[src/rtl/alu_pkg.sv]
// Shared definitions for the ALU issue sequencer and the ALU it drives:
// datapath widths, LEGv8 opcode encodings, 4-bit ALU control codes and
// the sequencer FSM state type.
package alu_pkg;

    localparam int DATA_W = 32;
    localparam int OPC_W  = 11;
    localparam int CTRL_W = 4;

    // Full-width opcodes
    localparam logic [OPC_W-1:0] OPC_LDUR = 11'b11111000010;
    localparam logic [OPC_W-1:0] OPC_STUR = 11'b11111000000;
    localparam logic [OPC_W-1:0] OPC_ADD  = 11'b10001011000;
    localparam logic [OPC_W-1:0] OPC_ORR  = 11'b10101010000;
    localparam logic [OPC_W-1:0] OPC_AND  = 11'b10001010000;
    localparam logic [OPC_W-1:0] OPC_EOR  = 11'b11001010000;
    localparam logic [OPC_W-1:0] OPC_SUB  = 11'b11001011000;

    // Prefix-matched opcodes (low bits are part of the immediate/register field)
    localparam logic [7:0] OPC_CBZ_PFX  = 8'b10110100;
    localparam logic [8:0] OPC_MOVZ_PFX = 9'b110100101;

    // ALU control codes, identical to the ALU's own ALUctrl decoding
    localparam logic [CTRL_W-1:0] ALU_ADD   = 4'b0010;
    localparam logic [CTRL_W-1:0] ALU_ORR   = 4'b0100;
    localparam logic [CTRL_W-1:0] ALU_AND   = 4'b0110;
    localparam logic [CTRL_W-1:0] ALU_PASSB = 4'b0111;
    localparam logic [CTRL_W-1:0] ALU_EOR   = 4'b1001;
    localparam logic [CTRL_W-1:0] ALU_SUB   = 4'b1010;
    localparam logic [CTRL_W-1:0] ALU_MOVZ  = 4'b1101;

    typedef enum logic [1:0] {
        ST_IDLE  = 2'd0,
        ST_SETUP = 2'd1,
        ST_EVAL  = 2'd2,
        ST_RESP  = 2'd3
    } state_t;

endpackage

[src/rtl/alu_op_decode.sv]
// Combinational LEGv8 opcode to ALU control translation. The first
// matching entry wins; anything unmatched is reported as illegal.
module alu_op_decode
    import alu_pkg::*;
(
    input  logic [OPC_W-1:0]  opcode,
    output logic [CTRL_W-1:0] ctrl,
    output logic              legal
);

    // Priority match of the opcode against the supported instruction set
    always_comb begin
        ctrl  = '0;
        legal = 1'b0;
        if (opcode == OPC_LDUR || opcode == OPC_STUR || opcode == OPC_ADD) begin
            ctrl  = ALU_ADD;
            legal = 1'b1;
        end else if (opcode == OPC_ORR) begin
            ctrl  = ALU_ORR;
            legal = 1'b1;
        end else if (opcode == OPC_AND) begin
            ctrl  = ALU_AND;
            legal = 1'b1;
        end else if (opcode[10:3] == OPC_CBZ_PFX) begin
            ctrl  = ALU_PASSB;
            legal = 1'b1;
        end else if (opcode == OPC_EOR) begin
            ctrl  = ALU_EOR;
            legal = 1'b1;
        end else if (opcode == OPC_SUB) begin
            ctrl  = ALU_SUB;
            legal = 1'b1;
        end else if (opcode[10:2] == OPC_MOVZ_PFX) begin
            ctrl  = ALU_MOVZ;
            legal = 1'b1;
        end
    end

endmodule

[src/rtl/alu_issue_ctrl.sv]
// Issue-side sequencer for the datapath ALU. Accepts one decoded op,
// presents it to the ALU for a setup cycle with enable low, then one
// evaluate cycle with enable high, captures the result and returns it.
// Illegal opcodes skip the ALU and answer with an error response.
module alu_issue_ctrl
    import alu_pkg::*;
(
    input  logic              clk,
    input  logic              rst_n,
    input  logic              in_valid,
    output logic              in_ready,
    input  logic [OPC_W-1:0]  in_opcode,
    input  logic [DATA_W-1:0] in_a,
    input  logic [DATA_W-1:0] in_b,
    output logic [CTRL_W-1:0] alu_ctrl,
    output logic [DATA_W-1:0] alu_data1,
    output logic [DATA_W-1:0] alu_data2,
    output logic              alu_enable,
    input  logic [DATA_W-1:0] alu_result,
    input  logic              alu_zero,
    output logic              out_valid,
    input  logic              out_ready,
    output logic [DATA_W-1:0] out_result,
    output logic              out_zero,
    output logic              out_err
);

    state_t              state_reg;
    state_t              state_next;
    logic [CTRL_W-1:0]   dec_ctrl;
    logic                dec_legal;
    logic [CTRL_W-1:0]   alu_ctrl_reg;
    logic [DATA_W-1:0]   alu_data1_reg;
    logic [DATA_W-1:0]   alu_data2_reg;
    logic [DATA_W-1:0]   out_result_reg;
    logic                out_zero_reg;
    logic                out_err_reg;
    logic                accept;

    alu_op_decode u_decode (
        .opcode (in_opcode),
        .ctrl   (dec_ctrl),
        .legal  (dec_legal)
    );

    // Handshake and ALU strobe are pure functions of the state register, so
    // an asynchronous reset drops alu_enable the moment rst_n falls.
    assign in_ready   = (state_reg == ST_IDLE);
    assign out_valid  = (state_reg == ST_RESP);
    assign alu_enable = (state_reg == ST_EVAL);
    assign accept     = in_valid && in_ready;

    assign alu_ctrl   = alu_ctrl_reg;
    assign alu_data1  = alu_data1_reg;
    assign alu_data2  = alu_data2_reg;
    assign out_result = out_result_reg;
    assign out_zero   = out_zero_reg;
    assign out_err    = out_err_reg;

    // FSM state register
    always_ff @(posedge clk or negedge rst_n) begin
        if (!rst_n) begin
            state_reg <= ST_IDLE;
        end else begin
            state_reg <= state_next;
        end
    end

    // Next-state logic: IDLE -> SETUP -> EVAL -> RESP -> IDLE, illegal ops jump to RESP
    always_comb begin
        state_next = state_reg;
        case (state_reg)
            ST_IDLE: begin
                if (accept) begin
                    state_next = dec_legal ? ST_SETUP : ST_RESP;
                end
            end
            ST_SETUP: state_next = ST_EVAL;
            ST_EVAL:  state_next = ST_RESP;
            ST_RESP: begin
                if (out_ready) begin
                    state_next = ST_IDLE;
                end
            end
            default:  state_next = ST_IDLE;
        endcase
    end

    // ALU-side operand/control registers and response payload registers
    always_ff @(posedge clk or negedge rst_n) begin
        if (!rst_n) begin
            alu_ctrl_reg   <= '0;
            alu_data1_reg  <= '0;
            alu_data2_reg  <= '0;
            out_result_reg <= '0;
            out_zero_reg   <= 1'b0;
            out_err_reg    <= 1'b0;
        end else begin
            if (state_reg == ST_IDLE && accept) begin
                if (dec_legal) begin
                    alu_ctrl_reg  <= dec_ctrl;
                    alu_data1_reg <= in_a;
                    alu_data2_reg <= in_b;
                end else begin
                    // The ALU is left alone; answer straight away with an error
                    out_result_reg <= '0;
                    out_zero_reg   <= 1'b0;
                    out_err_reg    <= 1'b1;
                end
            end
            if (state_reg == ST_EVAL) begin
                out_err_reg <= 1'b0;
                // Only the branch-compare op consumes the zero flag; for all
                // other ops the ALU zero output is not trustworthy and is masked.
                if (alu_ctrl_reg == ALU_PASSB) begin
                    out_result_reg <= '0;
                    out_zero_reg   <= alu_zero;
                end else begin
                    out_result_reg <= alu_result;
                    out_zero_reg   <= 1'b0;
                end
            end
        end
    end

endmodule

[config.mk]
export PLATFORM = sky130hd
export DESIGN_NAME = alu_issue_ctrl
export DESIGN_NICKNAME = d
export VERILOG_FILES = /design/src/rtl/alu_pkg.sv /design/src/rtl/alu_op_decode.sv /design/src/rtl/alu_issue_ctrl.sv
export SDC_FILE = /design/constraint.sdc
export NUM_CORES = 1
export LEC_CHECK = 0
export BUFFER_PORTS_ARGS = -buffer_cell sky130_fd_sc_hd__buf_2
export CAP_MARGIN = 30
export CORE_ASPECT_RATIO = 2
export CORE_MARGIN = 4
export CORE_UTILIZATION = 41
export DETAILED_ROUTE_END_ITERATION = 8
export HOLD_SLACK_MARGIN = 0.02
export PLACE_DENSITY_LB_ADDON = 0.1
export SETUP_SLACK_MARGIN = 0.1
export SYNTH_ARGS = -nofsm -noshare
export SYNTH_HDL_FRONTEND = slang
export SYNTH_SLANG_ARGS = --single-unit
[constraint.sdc]
create_clock -name clk -period 2 [get_ports clk]
set_clock_uncertainty 0.2 [all_clocks]
set_input_delay 0.3 -clock clk [delete_from_list [all_inputs] [get_ports clk]]
set_output_delay 0.3 -clock clk [all_outputs]
set_load 0.02 [all_outputs]
==> flow_metrics.py <==
metrics = {
    "routing": {
        "post_drt_wl_per_cell_um": 16.5,
        "first_pass_iters": 4,
        "first_iter_violations": 187,
        "viasPerCell": 4.73,
        "routed_wl_um": 13600,
        "route.detailed.drc": 0,
        "ant_nets": 0,
        "vias": 3889,
    },
    "timing": {
        "finalHoldViolCount": 0,
        "finalSetupViolations": 0,
        "rsz0062_at_grt": "yes",
        "hold_slack_ps": 219,
        "fin_crit_ps": 1950,
        "fmax_ghz": 0.512,
        "relSlewSlack_pct": 66.4,
        "finalMaxSlewViolations": 0,
        "worst_pin_slew_ps": 504,
        "finalCritPeriodShare_pct": 97.6,
    },
    "worst_setup_path": {
        "arrival_ps": 1970,
        "cpMaxStageDelayCell": "mux2_2",
        "worst-path-max-fanout": 9,
        "timing.rr.end": "alu_data1[13]",
        "critical_path.endpoint": "alu_data1[13]",
        "worst_setup_path_start_kind": "input pin",
        "cp.required_ps": 2020,
        "reg2regPathDepth": 7,
        "crit_start": "in_opcode[4]",
        "critPathKind": "in -> reg",
        "cp_slowest_stage_delay_ps": 330,
        "path_cells": "buf_2, nor4b_4, and4b_1, o21ai_2, a31oi_4, buf_12, clkbuf_16, mux2_2",
        "reg2reg_slack_ps": 60,
        "r2r-start": "state_reg[1]",
        "worstSetupEndpointType": "flop",
    },
    "yosys": {
        "ys_ff_latch": 104,
        "synth_cell_types": 37,
        "ys_async_sr_fraction_pct": 100,
        "synth_nets": 452,
        "ys.flop_type": "dfrtp_1",
        "yosys_warnings": 0,
        "seq_area_frac_synth_pct": 59.8,
        "synth_top_area_cell": "dfrtp_1",
        "synth.cell_area_um2": 4350,
        "synth_edf_count": 0,
        "synth.avg_cell_area_um2": 12.9,
        "synth_cells": 337,
        "synth_top_area_share_pct": 59.8,
        "synth_area_leaders": "dfrtp_1 60%, mux2_1 12%, mux2_2 4.7%, nand2b_1 4.6%, o21ai_0 3.3%",
    },
    "grt": {
        "first_global_vias": 4142,
        "grt_pass1_wl_um": 20000,
        "antenna_found_initial": 2,
        "overflow": 0,
        "grt_max_degree": 45,
        "grt.total_usage_pct": 20.6,
    },
    "cts": {
        "cts_tree": "built",
        "cts.sinks": 104,
        "worstSkewPairLatency_ps": 340,
        "htreeDepth": 3,
        "cts_root_buf": "clkbuf_16",
        "clk_pin_slew_worst_paths_ps": 70,
        "cts_made_buffers": 9,
        "clk_path_buf_depth": 2,
    },
    "place": {
        "portBuffers": 216,
        "place_congestion": 0.803,
        "dp_cells": 697,
        "hpwlAfterDp_um": 8440,
    },
    "cells_and_area": {
        "final_cell_mix": "210 x buf_2, 104 x dfrtp_1, 98 x dlygate4sd3_1, 36 x nand2_1, 36 x mux2_1",
        "fillers": 798,
        "finish.utilization_pct": 70.5,
        "drive_gt1_share_pct": 45.6,
        "nets": 795,
        "area_delta_synth_final_pct": 69.8,
        "final_common_cell": "buf_2",
        "final_cells": 823,
    },
    "worst_hold_path": {
        "hold_class": "in -> reg",
    },
    "pwr": {
        "leakagePower_nw": 3.89,
        "powerDensity_nw_per_um2": 972,
        "ir_drop_uv": 866,
    },
    "die": {
        "num_io_pins": 217,
        "start_util_pct": 41.5,
        "die_x_um": 80.9,
        "die_h_um": 154,
        "rows": 53,
        "fp.dieArea_um2": 12400,
        "coreArea_um2": 10500,
    },
    "run": {
        "max_cap_viol_count": 0,
    },
    "outcome": {
        "status": "complete, no violations",
    },
}
-- worst min path at each step --
stage,depth (start not counted),to,start
after floorplan,0,alu_ctrl[0],rst_n
after global placement,1,alu_data1[22],rst_n
after detailed placement,1,alu_data1[15],rst_n
after CTS,4,state_reg[1],in_valid
after global routing,4,alu_ctrl[1],in_opcode[3]
final,4,alu_ctrl[1],in_opcode[3]
-- layout make-up --
cell class              instances  area, um2  area share, %
flip-flops and latches        104       2600           35.2
diodes                          2       5.00         0.0677
clock buffers                  10        229           3.10
clock inverters                 5       58.8          0.796
multi-input cells             212       1750           23.7
inverters                       3       11.3          0.152
repair buffers                350       2560           34.6
well taps                     137        171           2.32
-- what timing repair did --
action	CTS	global route
setup buffers	0	4
hold endpoints to repair	131	0
hold buffers	98	0
pin swaps	0	6
gates resized for setup	1	37
endpoints found under the setup margin	67	93
gates cloned	0	7
-- cells by family (layout without fill, tap and decap cells) --
family	Yosys count	after routing	share of synthesized area, %
compound gates	52	52	7.36
fa+ha+maj	3	3	0.863
buf+inv	21	368	2.59
flops	104	104	59.8
mux	66	66	17.1
other cells	0	2	0
simple gates	91	91	12.3
-- synthesized netlist by cell type (all sizes together) (4+ instances only) --
| master | instances |
|---|---|
| a21oi | 4 |
| buf | 7 |
| clkbuf | 11 |
| dfrtp | 104 |
| mux2 | 66 |
| nand2 | 37 |
| nand2b | 32 |
| nand4b | 4 |
| o21ai | 36 |
-- power breakdown --
group          internal (W)  switching (W)  total [W]
combinational       0.00119        0.00149    0.00268
sequential          0.00255       0.000241    0.00279
clock              0.000964       0.000750    0.00171
total               0.00470        0.00248    0.00718
-- worst max-delay path, delay by kind of cell --
kind | cells | cell delay [ps]
AND/OR/NAND/NOR | 2 | 530
multiplexers | 1 | 330
AO/OA/AOI/OAI | 2 | 300
buffers and inverters | 3 | 510
-- through the flow --
step	power (W)	TNS, ps	cell area [um2]	setup WS [ps]
3_5_place_dp	0.00522	-24840	5780	-321
6_report	0.00718	0	7390	48.2
2_1_floorplan	0.00426	-1610	4370	-49.8
5_1_grt	0.00763	-405	7390	-28.2
3_3_place_gp	0.00516	-20810	5780	-263
4_1_cts	0.00711	0	7050	28.1
-- layer usage --
metal / GRT usage (%) / part of all wire, % / vias to the layer above
li1: - / - / 1844
met1: 23.8 / 37 / 1876
met2: 36.2 / 55 / 145
met3: 3.99 / 6.0 / 24
met4: 8.62 / 2.8 / 0
met5: 0 / 0 / -
No activity file was read; power rests on OpenSTA's default activity.
